## src/rtl/fifo_stream_reader.sv

```systemverilog
// fifo_stream_reader: drains a show-ahead FIFO read port into a valid/ready
// stream master. Words pass through a 2-entry skid buffer, so m_tready has no
// combinational path to rinc. The buffer also adds packet framing: m_tlast is
// set on every PKT_LEN-th word, and words_out counts completed handshakes.
module fifo_stream_reader #(
  parameter int DSIZE   = 8,
  parameter int PKT_LEN = 4,
  parameter int CNT_W   = 16
) (
  input  logic             aclk,
  input  logic             aresetn,
  input  logic             enable,
  input  logic [DSIZE-1:0] rdata,
  input  logic             rempty,
  output logic             rinc,
  output logic [DSIZE-1:0] m_tdata,
  output logic             m_tvalid,
  input  logic             m_tready,
  output logic             m_tlast,
  output logic [CNT_W-1:0] words_out
);

  typedef enum logic [1:0] {
    S_EMPTY = 2'd0,
    S_ONE   = 2'd1,
    S_TWO   = 2'd2
  } state_t;

  localparam logic [15:0] LAST_IDX = 16'(PKT_LEN - 1);

  state_t           r_state;
  logic             r_valid;
  logic [DSIZE-1:0] r_head_data;
  logic             r_head_last;
  logic [DSIZE-1:0] r_tail_data;
  logic             r_tail_last;
  logic [15:0]      r_pkt_cnt;
  logic [CNT_W-1:0] r_words;

  logic             w_pop;
  logic             w_push;
  logic             w_last_tag;

  // The pop decision depends only on registered occupancy and the FIFO/enable
  // inputs. A full buffer blocks the pop, so the skid never overflows.
  assign rinc       = aresetn && enable && !rempty && (r_state != S_TWO);
  assign w_pop      = rinc;
  assign w_push     = r_valid && m_tready;
  assign w_last_tag = (r_pkt_cnt == LAST_IDX);

  assign m_tvalid   = r_valid;
  assign m_tdata    = r_head_data;
  assign m_tlast    = r_head_last;
  assign words_out  = r_words;

  // Skid buffer occupancy FSM. The head entry always drives the stream outputs.
  // The tail entry holds the word that was popped while the head was stalled.
  always_ff @(posedge aclk or negedge aresetn) begin
    if (!aresetn) begin
      r_state     <= S_EMPTY;
      r_valid     <= 1'b0;
      r_head_data <= '0;
      r_head_last <= 1'b0;
      r_tail_data <= '0;
      r_tail_last <= 1'b0;
    end else begin
      case (r_state)
        S_EMPTY: begin
          if (w_pop) begin
            r_head_data <= rdata;
            r_head_last <= w_last_tag;
            r_valid     <= 1'b1;
            r_state     <= S_ONE;
          end
        end
        S_ONE: begin
          if (w_pop && !w_push) begin
            r_tail_data <= rdata;
            r_tail_last <= w_last_tag;
            r_state     <= S_TWO;
          end else if (w_pop && w_push) begin
            // The head is consumed and replaced in the same cycle.
            r_head_data <= rdata;
            r_head_last <= w_last_tag;
          end else if (w_push) begin
            r_valid     <= 1'b0;
            r_state     <= S_EMPTY;
          end
        end
        S_TWO: begin
          if (w_push) begin
            r_head_data <= r_tail_data;
            r_head_last <= r_tail_last;
            r_state     <= S_ONE;
          end
        end
        default: begin
          r_valid <= 1'b0;
          r_state <= S_EMPTY;
        end
      endcase
    end
  end

  // The packet position advances on every pop, and enable gaps keep it, so
  // framing continues across pauses in the input.
  always_ff @(posedge aclk or negedge aresetn) begin
    if (!aresetn) begin
      r_pkt_cnt <= '0;
    end else if (w_pop) begin
      if (w_last_tag) begin
        r_pkt_cnt <= '0;
      end else begin
        r_pkt_cnt <= r_pkt_cnt + 16'd1;
      end
    end
  end

  // Handshake counter. It wraps naturally at 2^CNT_W.
  always_ff @(posedge aclk or negedge aresetn) begin
    if (!aresetn) begin
      r_words <= '0;
    end else if (w_push) begin
      r_words <= r_words + 1'b1;
    end
  end

endmodule

```

## config.mk

```make
export PLATFORM = sky130hd
export DESIGN_NAME = fifo_stream_reader
export DESIGN_NICKNAME = d
export VERILOG_FILES = /design/src/rtl/fifo_stream_reader.sv
export SDC_FILE = /design/constraint.sdc
export NUM_CORES = 1
export LEC_CHECK = 0
export CORE_AREA = 5 5 84 86
export CTS_CLUSTER_SIZE = 20
export DETAILED_ROUTE_END_ITERATION = 10
export DIE_AREA = 0 0 89 91
export PLACE_DENSITY = 0.66
export SLEW_MARGIN = 5
export SYNTH_ARGS = -nofsm -noshare
export SYNTH_HDL_FRONTEND = slang
export SYNTH_SLANG_ARGS = --single-unit
```

## constraint.sdc

```tcl
create_clock -name aclk -period 1.54 [get_ports aclk]
set_input_delay 0.308 -clock aclk [delete_from_list [all_inputs] [get_ports aclk]]
set_output_delay 0.308 -clock aclk [all_outputs]
set_load 0.03 [all_outputs]
```

==> results.json <==
{
  "drc": 0,
  "max-cap-violations": 0,
  "p_leak_nw": 1.62,
  "start_util": 0.402,
  "drt_wl_total_um": 5200,
  "synth_edf_count": 0,
  "clk_pin_slew_ns": 0.09,
  "rows": 29,
  "cts_tree": "built",
  "yosysSeqAreaShare": 0.532,
  "vias": 1903,
  "maxSlewViolCount": 0,
  "grt_max_degree": 54,
  "place.gp.congestion": 0.800,
  "initialDrtViolationCount": 94,
  "grt_pass1_wl_um": 8740,
  "post-place-ws_ns": -0.418,
  "hold_slack_ns": 0.180,
  "die_y_um": 91,
  "core_um2": 6200,
  "holdBufCountCts": 0,
  "drive_gt1_frac": 0.319,
  "synth_ff_type": "dfrtp_1",
  "ant_nets": 0,
  "setup_slack_ns": -0.100,
  "area_growth_pct": 40.4,
  "antenna_found_initial": 0,
  "port_buffers": 39,
  "cts_buffer_depth": 2,
  "vias_per_cell": 4.96,
  "crit_fanout": 6,
  "ys_types": 45,
  "cts.sinks": 53,
  "setup_viol": 14,
  "finalCritPeriodShare": 1.07,
  "max_clock_freq_ghz": 0.610,
  "fin_nets": 321,
  "antenna_cells": 0,
  "powerDensity_nw_per_um2": 1350,
  "start_kind": "register",
  "hold_violations": 0,
  "grt_overflow": 0,
  "place_hpwl_um": 3710,
  "final_area_um2": 3500,
  "grt_pass1_vias": 1949,
  "first_pass_iters": 4,
  "crit_type": "register to output port",
  "fp.dieW_um": 89,
  "crit_arrival_ns": 1.33,
  "wl_per_cell_um": 13.5,
  "synthArstFlopShare": 1.00,
  "required_ns": 1.23,
  "syn-cell-area_um2": 2490,
  "rsz0062_at_grt": "true",
  "htreeDepth": 2,
  "status": "complete, but fails checks",
  "syn-num-nets": 237,
  "cts_made_buffers": 5,
  "clk_latency_ns": 0.30,
  "io_pins": 40,
  "grt_usage": 0.133,
  "yosysWarnings": 0,
  "worstMarginPinSlew_ns": 0.665,
  "synth_seq_cells": 53,
  "cts-root-buf": "clkbuf_8",
  "placed_area_um2": 3200,
  "max_slew_margin": 0.557,
  "hold_path.class": "input port to asynchronous set/reset pin",
  "ir_drop_mv": 0.974,
  "clock_skew_ns": 0.00697,
  "syn_inst": 222,
  "crit_path_end_kind": "output port",
  "min_period_ns": 1.64,
  "die_area_um2": 8100,
  "postSynthAreaPerCell_um2": 11.2,
  "violations": "negative setup slack"
}
Yosys cell counts, types with 3 or more instances:
library cell	n	area share
dfrtp_1	53	0.53
mux2i_1	10	0.040
o21ai_0	3	0.0060
mux2_2	9	0.041
inv_1	6	0.0090
nand3_1	11	0.022
or2_2	3	0.0075
nor2_1	18	0.027
xor2_1	11	0.039
buf_2	3	0.0060
a21oi_1	13	0.026
nor4_1	3	0.0075
xnor2_1	14	0.049
nand2_1	16	0.024
o22ai_1	3	0.0075
nand4_1	10	0.025
cell usage in the layout, fill, tap and decap left out, types with 3 or more instances in the layout:
| master | instances |
|---|---|
| buf_4 | 37 |
| xor2_1 | 11 |
| clkdlybuf4s50_1 | 8 |
| dlygate4sd2_1 | 28 |
| dfrtp_1 | 49 |
| inv_1 | 5 |
| nand3_1 | 10 |
| a21oi_2 | 4 |
| clkbuf_8 | 5 |
| nor2_1 | 16 |
| buf_6 | 7 |
| nor2_4 | 3 |
| o22ai_1 | 3 |
| mux2i_1 | 10 |
| nand4_1 | 10 |
| dfrtp_2 | 4 |
| nand2_1 | 14 |
| mux2_2 | 9 |
| xnor2_1 | 14 |
| a21oi_1 | 9 |
worst max-delay path, cell delays in order (launching register included):
cell and delay, ns:
dfrtp_1 0.42, buf_12 0.14, nor2b_4 0.16, or2_4 0.16
inv_4 0.04, buf_6 0.12
report_power, final:
group          internal (mW)  switching, mW
Clock                  0.320          0.422
Combinational          0.879           1.01
Sequential              1.80          0.293
Total                   2.99           1.73
per-layer routing:
layer | share of wire | routed length (µm) | up-vias | track usage
li1 | - | - | 949 | -
met1 | 0.45 | 2360 | 914 | 0.179
met2 | 0.50 | 2590 | 36 | 0.218
met3 | 0.043 | 223 | 4 | 0.0326
met4 | 0.0065 | 34 | 0 | 0.0261
met5 | 0 | 0 | - | 0
metrics by stage:
| stage | util | power (mW) | setup TNS [ns] | std cells |
|---|---|---|---|---|
| floorplan | - | 3.12 | -0.164 | 222 |
| global placement | 0.516 | 3.93 | -14.25 | 362 |
| detailed placement | 0.516 | 3.97 | -15.24 | 362 |
| CTS | 0.541 | 4.69 | -0.797 | 377 |
| global route | 0.564 | 5.03 | -2.48 | 384 |
| finish | 0.564 | 4.72 | -0.510 | 384 |
worst paths after layout:
kind                                           start                          to  slack, ns  cells after the start
max                           r_state[0]$_DFFE_PN0P_                        rinc      -0.10                      5
max reg2reg                   r_state[0]$_DFFE_PN0P_  r_tail_data[4]$_DFFE_PN0P_      -0.05                      5
max in group asynchronous                    aresetn        m_tvalid$_DFFE_PN0P_       0.87                      2
min reg2reg                words_out[15]$_DFFE_PN0P_   words_out[15]$_DFFE_PN0P_       0.47                      1
min                                          aresetn      m_tdata[0]$_DFFE_PN0P_       0.18                      2
min in group aclk          words_out[15]$_DFFE_PN0P_   words_out[15]$_DFFE_PN0P_       0.47                      1
cell families after synthesis:
family | after synthesis | share of synthesized area
adder cells (fa/ha/maj) | 2 | 0.0100
multiplexers | 19 | 0.0808
XOR/XNOR | 25 | 0.0879
AND/OR/NAND/NOR | 84 | 0.195
AO/OA/AOI/OAI | 25 | 0.0648
buffers and inverters | 14 | 0.0291
flip-flops | 53 | 0.532
state kept, by name (all words and copies together), names as in the netlist:
register and flops:
m_tdata 8, r_tail_data 8, m_tvalid 1, r_state 2
r_tail_last 1, r_pkt_cnt 16, words_out 16, m_tlast 1
layout make-up:
class | count | area [µm²]
Clock inverter | 1 | 5.00
Sequential cell | 53 | 1330
Clock buffer | 7 | 76.3
Inverter | 7 | 28.8
Timing Repair Buffer | 84 | 738
Fill cell | 554 | 2710
Tap cell | 77 | 96.3
Multi-Input combinational cell | 155 | 1220
what timing repair did:
item | in CTS | in global routing
pin swaps | 9 | 4
gates resized for setup | 45 | 19
cloned | 1 | 1
buffers inserted | 7 | 6
endpoints found under the setup margin | 52 | 32
Power figures use the tool's default switching activity.
